## src/rtl/ram128_arbiter.sv

```systemverilog
// ram128_arbiter: two-requester arbiter and clear sequencer in front of a 128-deep RAM128X1S bank
module ram128_arbiter #(
    parameter int                 DATA_W     = 8,
    parameter bit                 RR_EN      = 1'b1,
    parameter bit                 CLR_ON_RST = 1'b1,
    parameter logic [DATA_W-1:0]  CLR_VAL    = '0
) (
    input  logic              CLK,
    input  logic              RST_N,
    input  logic              CLR,
    output logic              BUSY,
    input  logic              A_REQ,
    input  logic              A_WE,
    input  logic [6:0]        A_ADDR,
    input  logic [DATA_W-1:0] A_WDATA,
    output logic              A_GNT,
    output logic              A_RVALID,
    output logic [DATA_W-1:0] A_RDATA,
    input  logic              B_REQ,
    input  logic              B_WE,
    input  logic [6:0]        B_ADDR,
    input  logic [DATA_W-1:0] B_WDATA,
    output logic              B_GNT,
    output logic              B_RVALID,
    output logic [DATA_W-1:0] B_RDATA,
    output logic              RAM_WE,
    output logic [6:0]        RAM_A,
    output logic [DATA_W-1:0] RAM_D,
    input  logic [DATA_W-1:0] RAM_O
);
    typedef enum logic {IDLE, CLEAR} state_t;
    state_t            state_q, state_d;
    logic [6:0]        cnt_q, cnt_d, ram_a_q, ram_a_d;
    logic [DATA_W-1:0] ram_d_q, ram_d_d, a_rdata_q, a_rdata_d, b_rdata_q, b_rdata_d;
    logic              rr_q, rr_d, a_rvalid_q, a_rvalid_d, b_rvalid_q, b_rvalid_d;
    logic              idle, a_win, b_win, ram_we_d;

    // arbitration, bank drive and next-state; rr_q=1 means B was served last
    always_comb begin
        idle       = state_q == IDLE;
        a_win      = idle && A_REQ && (!B_REQ || !RR_EN || rr_q);
        b_win      = idle && B_REQ && !a_win;
        ram_we_d   = !idle || (a_win && A_WE) || (b_win && B_WE);
        ram_a_d    = !idle ? cnt_q : a_win ? A_ADDR : b_win ? B_ADDR : ram_a_q;
        ram_d_d    = !idle ? CLR_VAL : a_win ? A_WDATA : b_win ? B_WDATA : ram_d_q;
        state_d    = idle ? (CLR ? CLEAR : IDLE) : (cnt_q == 7'd127 ? IDLE : CLEAR);
        cnt_d      = idle ? 7'd0 : cnt_q + 7'd1;
        rr_d       = a_win ? 1'b0 : b_win ? 1'b1 : rr_q;
        a_rvalid_d = a_win && !A_WE;
        b_rvalid_d = b_win && !B_WE;
        a_rdata_d  = a_rvalid_d ? RAM_O : a_rdata_q;
        b_rdata_d  = b_rvalid_d ? RAM_O : b_rdata_q;
    end

    // outputs forced low while reset is asserted, even though state may already be CLEAR
    always_comb begin
        BUSY     = RST_N && !idle;
        A_GNT    = RST_N && a_win;
        B_GNT    = RST_N && b_win;
        RAM_WE   = RST_N && ram_we_d;
        RAM_A    = RST_N ? ram_a_d : 7'd0;
        RAM_D    = RST_N ? ram_d_d : '0;
        A_RVALID = a_rvalid_q;
        A_RDATA  = a_rdata_q;
        B_RVALID = b_rvalid_q;
        B_RDATA  = b_rdata_q;
    end

    // state, sweep counter, rr pointer, held bank address/data and registered read returns
    always_ff @(posedge CLK or negedge RST_N) begin
        if (!RST_N) begin
            state_q    <= state_t'(CLR_ON_RST);
            cnt_q      <= '0;
            rr_q       <= 1'b1;
            ram_a_q    <= '0;
            ram_d_q    <= '0;
            a_rvalid_q <= 1'b0;
            b_rvalid_q <= 1'b0;
            a_rdata_q  <= '0;
            b_rdata_q  <= '0;
        end else begin
            state_q    <= state_d;
            cnt_q      <= cnt_d;
            rr_q       <= rr_d;
            ram_a_q    <= ram_a_d;
            ram_d_q    <= ram_d_d;
            a_rvalid_q <= a_rvalid_d;
            b_rvalid_q <= b_rvalid_d;
            a_rdata_q  <= a_rdata_d;
            b_rdata_q  <= b_rdata_d;
        end
    end
endmodule

```

## config.mk

```make
export PLATFORM = sky130hd
export DESIGN_NAME = ram128_arbiter
export DESIGN_NICKNAME = d
export VERILOG_FILES = /design/src/rtl/ram128_arbiter.sv
export SDC_FILE = /design/constraint.sdc
export NUM_CORES = 1
export LEC_CHECK = 0
export CORE_MARGIN = 1
export CORE_UTILIZATION = 46
export CTS_CLUSTER_DIAMETER = 200
export DETAILED_ROUTE_END_ITERATION = 6
export GPL_ROUTABILITY_DRIVEN = 0
export PLACE_DENSITY = 0.83
export SYNTH_ARGS = -nofsm -noshare
export SYNTH_HDL_FRONTEND = slang
export SYNTH_SLANG_ARGS = --single-unit
```

## constraint.sdc

```tcl
create_clock -name CLK -period 2 [get_ports CLK]
set_input_delay 0.3 -clock CLK [delete_from_list [all_inputs] [get_ports CLK]]
set_output_delay 0.3 -clock CLK [all_outputs]
set_load 0.02 [all_outputs]
```

======== Word level (Yosys, flattened, before mapping) ========
Cells that the tools add are included.
cells by class
  add/sub/neg operators ................... 1
  multipliers ............................. 0
  div/mod/pow operators ................... 0
  $lt $le $gt $ge ......................... 0
  equal/unequal tests ..................... 1
  shift-type cells ........................ 0
  mux-type cells .......................... 14
  bitwise operators ....................... 1
  reduce and logical (&&, ||, !) cells .... 20
operators with widths
  cell                 count
  $mux 7               5
  $mux 8               4
  $logic_and 1x1->1    12
  $add 7x1->7 const B  1
  $eq 7x7->1 const B   1
  $mux 1               5
  $logic_not 1->1      4
  $logic_or 1x1->1     3
  $reduce_bool 2->1    1
  $not 1->1            1
word-level totals
  bits in registers ....................... 42
  latch bits .............................. 0
  RAM bits ................................ 0
  ROM bits ................................ 0
  memories kept ........................... 0

======== Depth between registers and ports, before layout ========
  depth after elaboration ................. 9
  depth in mapped cells ................... 5

======== Worst setup path before layout ========
Ideal clock, no wire load.
  path kind ............................... reg-to-output
  start point ............................. register state_q
  end point ............................... output RAM_A[1]
  arrival time ............................ 2.083 ns
  data required time ...................... 1.700 ns
  setup slack ............................. -0.383 ns
  stages on the path, launching flop included .. 5
  path buffers ............................ 2
  path through ............................ dfstp_2 -> buf_2 -> inv_2 -> buf_2 -> a2111oi_0
on the way
  longest elaborated chain between the ends .. 9
  elaborated cells between the ends (all ways) .. 10
  those cells by class .................... 4 x mux; 1 x bitwise; 5 x reduce/logical
RTL lines
  element                         line  RTL
  start: declaration              32    state_t state_q, state_d;
  start signal: assignment        72    state_q <= state_t'(CLR_ON_RST);
  start signal: assignment        82    state_q <= state_d;
  $not 1->1                       40    idle = state_q == IDLE;
  $logic_and 1x1->1 (2 in a row)  41    a_win = idle && A_REQ && (!B_REQ || !RR_EN || rr_q);
  $logic_not 1->1                 42    b_win = idle && B_REQ && !a_win;
  $logic_and 1x1->1               42
  $mux 7 (2 in a row)             44    ram_a_d = !idle ? cnt_q : a_win ? A_ADDR : b_win ? B_ADDR : ram_a_q;
  $mux 7 *                        44
  $mux 7 *                        61    RAM_A = RST_N ? ram_a_d : 7'd0;
  end: declaration                27    output logic [6:0] RAM_A,
Mark *: on every way between the ends. The rest lies on a longest branch, timed or not.

======== Final worst setup path ========
  start point ............................. register rr_q
  end point ............................... output RAM_A[2]
on the way
  longest elaborated chain between the ends .. 8
RTL lines
  element                   line  RTL
  start: declaration        35    logic rr_q, rr_d, a_rvalid_q, a_rvalid_d, b_rvalid_q, b_rvalid_d;
  start signal: assignment  84    rr_q <= rr_d;
  $logic_or 1x1->1 *        41
  $logic_and 1x1->1 *       41
  $logic_not 1->1           42
  $logic_and 1x1->1         42
  $mux 7                    44
  $mux 7 * (2 in a row)     44
  $mux 7 *                  61
Marked as above.

==> flow_summary.yaml <==
run_status:
  status: "finished with violations"
  violations: "setup timing"
clock_network:
  cts_made_buffers: 5
  cts-htree-levels: 2
  cts_tree: "built"
  clock_latency_ps: 300
  cts_sinks: 42
  clkTransAtPathRegs_ps: 90
  cts_buffer_depth: 2
  root_buffer: "clkbuf_8"
synthesis:
  synth-seq-cells: 42
  synth-edff-count: 0
  synth_fp_nets: 284
  ys.warnings.count: 0
  synth_cells: 238
  synthArstFlopShare_pct: 100
  yosysUniqueCellTypes: 45
  ys.flop_type: "dfrtp_1"
  syn_avg_cell_area_um2: 10.2
  syn-cell-area_um2: 2430
  ys_seq_area_share_pct: 43.3
setup_path:
  timing.rr.start: "state_q"
  critPathRequiredTime_ps: 1700
  cp-startpoint: "rr_q"
  cp_cell_sequence: "nand2b_4, buf_8, mux2i_1, a2111oi_2, buf_2"
  start_kind: "flip-flop"
  reg2reg_setup_slack_ps: 120
  path_class: "reg -> out"
  rr_worst_depth: 7
  end_kind: "primary output"
  path_max_fanout: 5
  slowest_delay_ps: 570
  cp_slowest_cell: "dfstp_2"
  arrival_ps: 1860
pwr:
  finalPower_mw: 2.82
  powerDensity_nw_per_um2: 686
  p_leak_nw: 1.77
  vdd.ir_drop.worst_v: 0.000680
timing:
  hold_violations: 0
  rsz0062_at_grt: "true"
  setup-violations-final: 16
  tns_ps: -1310
  setup_slack_ps: -161
  slew_viol_final: 0
  fmax_mhz: 463
  period_share_pct: 108
  hold_slack_ps: 53.1
  period_minus_slack_ps: 2160
  skew_ps: 13.7
  tightest_slew_ps: 622
  relSlewSlack_pct: 58.5
floorplan:
  ios: 82
  die_y_um: 74.7
  die_area_um2: 5590
  row_count: 26
  coreArea_um2: 5110
  die_w_um: 74.7
  initial_core_util_pct: 47.6
place:
  placed_area_um2: 3780
  dp.cells: 441
  portBuffers: 81
  dp_hpwl_mm: 5.60
  post-place-ws_ps: -771
grt:
  grt_pass1_vias: 2730
  grt_usage_pct: 31.5
  antenna_found_initial: 0
  gr-total-overflow: 0
  grt_max_degree: 34
  grt_pass1_wl_mm: 12.9
drt:
  vias: 2534
  drc: 0
  postRouteAntennaNets: 0
  drt-total-wl_mm: 8.30
  wl_per_cell_um: 18.4
  first_pass_iters: 4
  vias_per_cell: 5.61
  drt_iter0_drc: 190
finish:
  design_area_um2: 4110
  final_cells: 452
  fill_cells: 299
  n_antenna_cell: 0
  layout-drive-gt1-share_pct: 43.7
  area_growth_pct: 68.8
  num-nets-final: 427
  fin_util_pct: 80.4
hold_path:
  hold_class: "in -> async"
run:
  cap_violations: 0
synthesized netlist by cell type, drive strengths merged (3+ instances only):
master | count | share of area [%]
dfrtp | 40 | 41
nor2 | 22 | 3.4
a2111oi | 18 | 9.0
mux2 | 16 | 7.4
nand2 | 15 | 2.3
buf | 13 | 3.5
a21oi | 10 | 2.1
inv | 9 | 1.4
mux2i | 8 | 3.3
nand2b | 8 | 2.1
o21ai | 8 | 1.6
nand3 | 7 | 1.6
nor2b | 7 | 1.8
a31oi | 6 | 1.5
or2 | 6 | 1.5
or3b | 6 | 2.2
a211oi | 5 | 1.5
nand3b | 5 | 1.5
a21o | 3 | 0.93
path summary, 6_finish.rpt:
path / end
max: RAM_A[2]
min: cnt_q[0]
max reg2reg: B_RDATA[5]
min reg2reg: A_RDATA[3]
max in group asynchronous: B_RDATA[5]
min in group CLK: A_RDATA[3]
layer usage:
layer	wire length [um]	up-vias	global-route usage [%]
li1	-	1154	-
met1	3180	1227	35.7
met2	4320	120	55.5
met3	455	33	6.29
met4	344	0	17.6
met5	0	-	0
timing repair:
| item | in CTS | in global routing |
|---|---|---|
| setup endpoints to repair | 19 | 18 |
| hold endpoints to repair | 13 | 0 |
| setup buffers | 2 | 0 |
| cloned | 1 | 0 |
| resized for setup | 142 | 14 |
| hold buffers | 1 | 0 |
| pin swaps | 16 | 3 |
critical path: cells and delay by family, from the launching register on:
| family | cells | cell delay [ps] |
|---|---|---|
| flops | 1 | 570 |
| simple gates | 1 | 150 |
| mux | 1 | 130 |
| buf+inv | 2 | 360 |
| compound gates | 1 | 340 |
cell usage in the layout, fill, tap and decap left out, types with 5 or more instances in the layout:
| cell type | Yosys | final |
|---|---|---|
| dfrtp_1 | 40 | 40 |
| buf_2 | 9 | 7 |
| buf_4 | 1 | 66 |
| nand3b_1 | 5 | 5 |
| a31oi_1 | 6 | 6 |
| or2_2 | 6 | 6 |
| a21oi_1 | 10 | 5 |
| nand3_1 | 6 | 6 |
| nand2_1 | 15 | 14 |
| buf_6 | 3 | 7 |
| nor2b_1 | 7 | 5 |
| a2111oi_2 | 10 | 15 |
| mux2_2 | 16 | 16 |
| nor2_1 | 22 | 20 |
| nand2b_1 | 8 | 7 |
| mux2i_1 | 8 | 6 |
| clkdlybuf4s50_1 | 0 | 59 |
| inv_1 | 8 | 8 |
| clkbuf_8 | 0 | 6 |
flip-flops by register name, summed over array words and instances, names as in the netlist:
| signal | cells |
|---|---|
| A_RDATA | 8 |
| A_RVALID | 1 |
| B_RDATA | 8 |
| B_RVALID | 1 |
| cnt_q | 7 |
| ram_a_q | 7 |
| ram_d_q | 8 |
| rr_q | 1 |
| state_q | 1 |
power by group:
group          switching [mW]  leakage [nW]  internal [mW]  total, mW
sequential              0.120         0.538           1.02       1.14
combinational           0.533          1.18          0.552       1.09
clock                   0.314        0.0472          0.278      0.592
cell type report:
class | instances | area, um^2 | share of cell area [%]
sequential | 42 | 1050 | 25.6
multi-input combinational | 172 | 1440 | 35.2
clock inverter | 2 | 12.5 | 0.305
tap | 70 | 87.6 | 2.13
inverter | 9 | 36.3 | 0.883
timing repair buffer | 151 | 1390 | 33.9
clock buffer | 6 | 82.6 | 2.01
cell families after synthesis:
| logic type | after synthesis | share of synthesized area [%] |
|---|---|---|
| and+or+nand+nor | 86 | 19.3 |
| AOI/OAI and AO/OA | 58 | 19.8 |
| muxes | 24 | 10.7 |
| DFF | 42 | 43.3 |
| xor gates and xnor gates | 3 | 1.08 |
| adders and majority gates | 1 | 0.514 |
| buffers and inverters | 24 | 5.30 |
No activity file was read; power rests on OpenSTA's default activity.
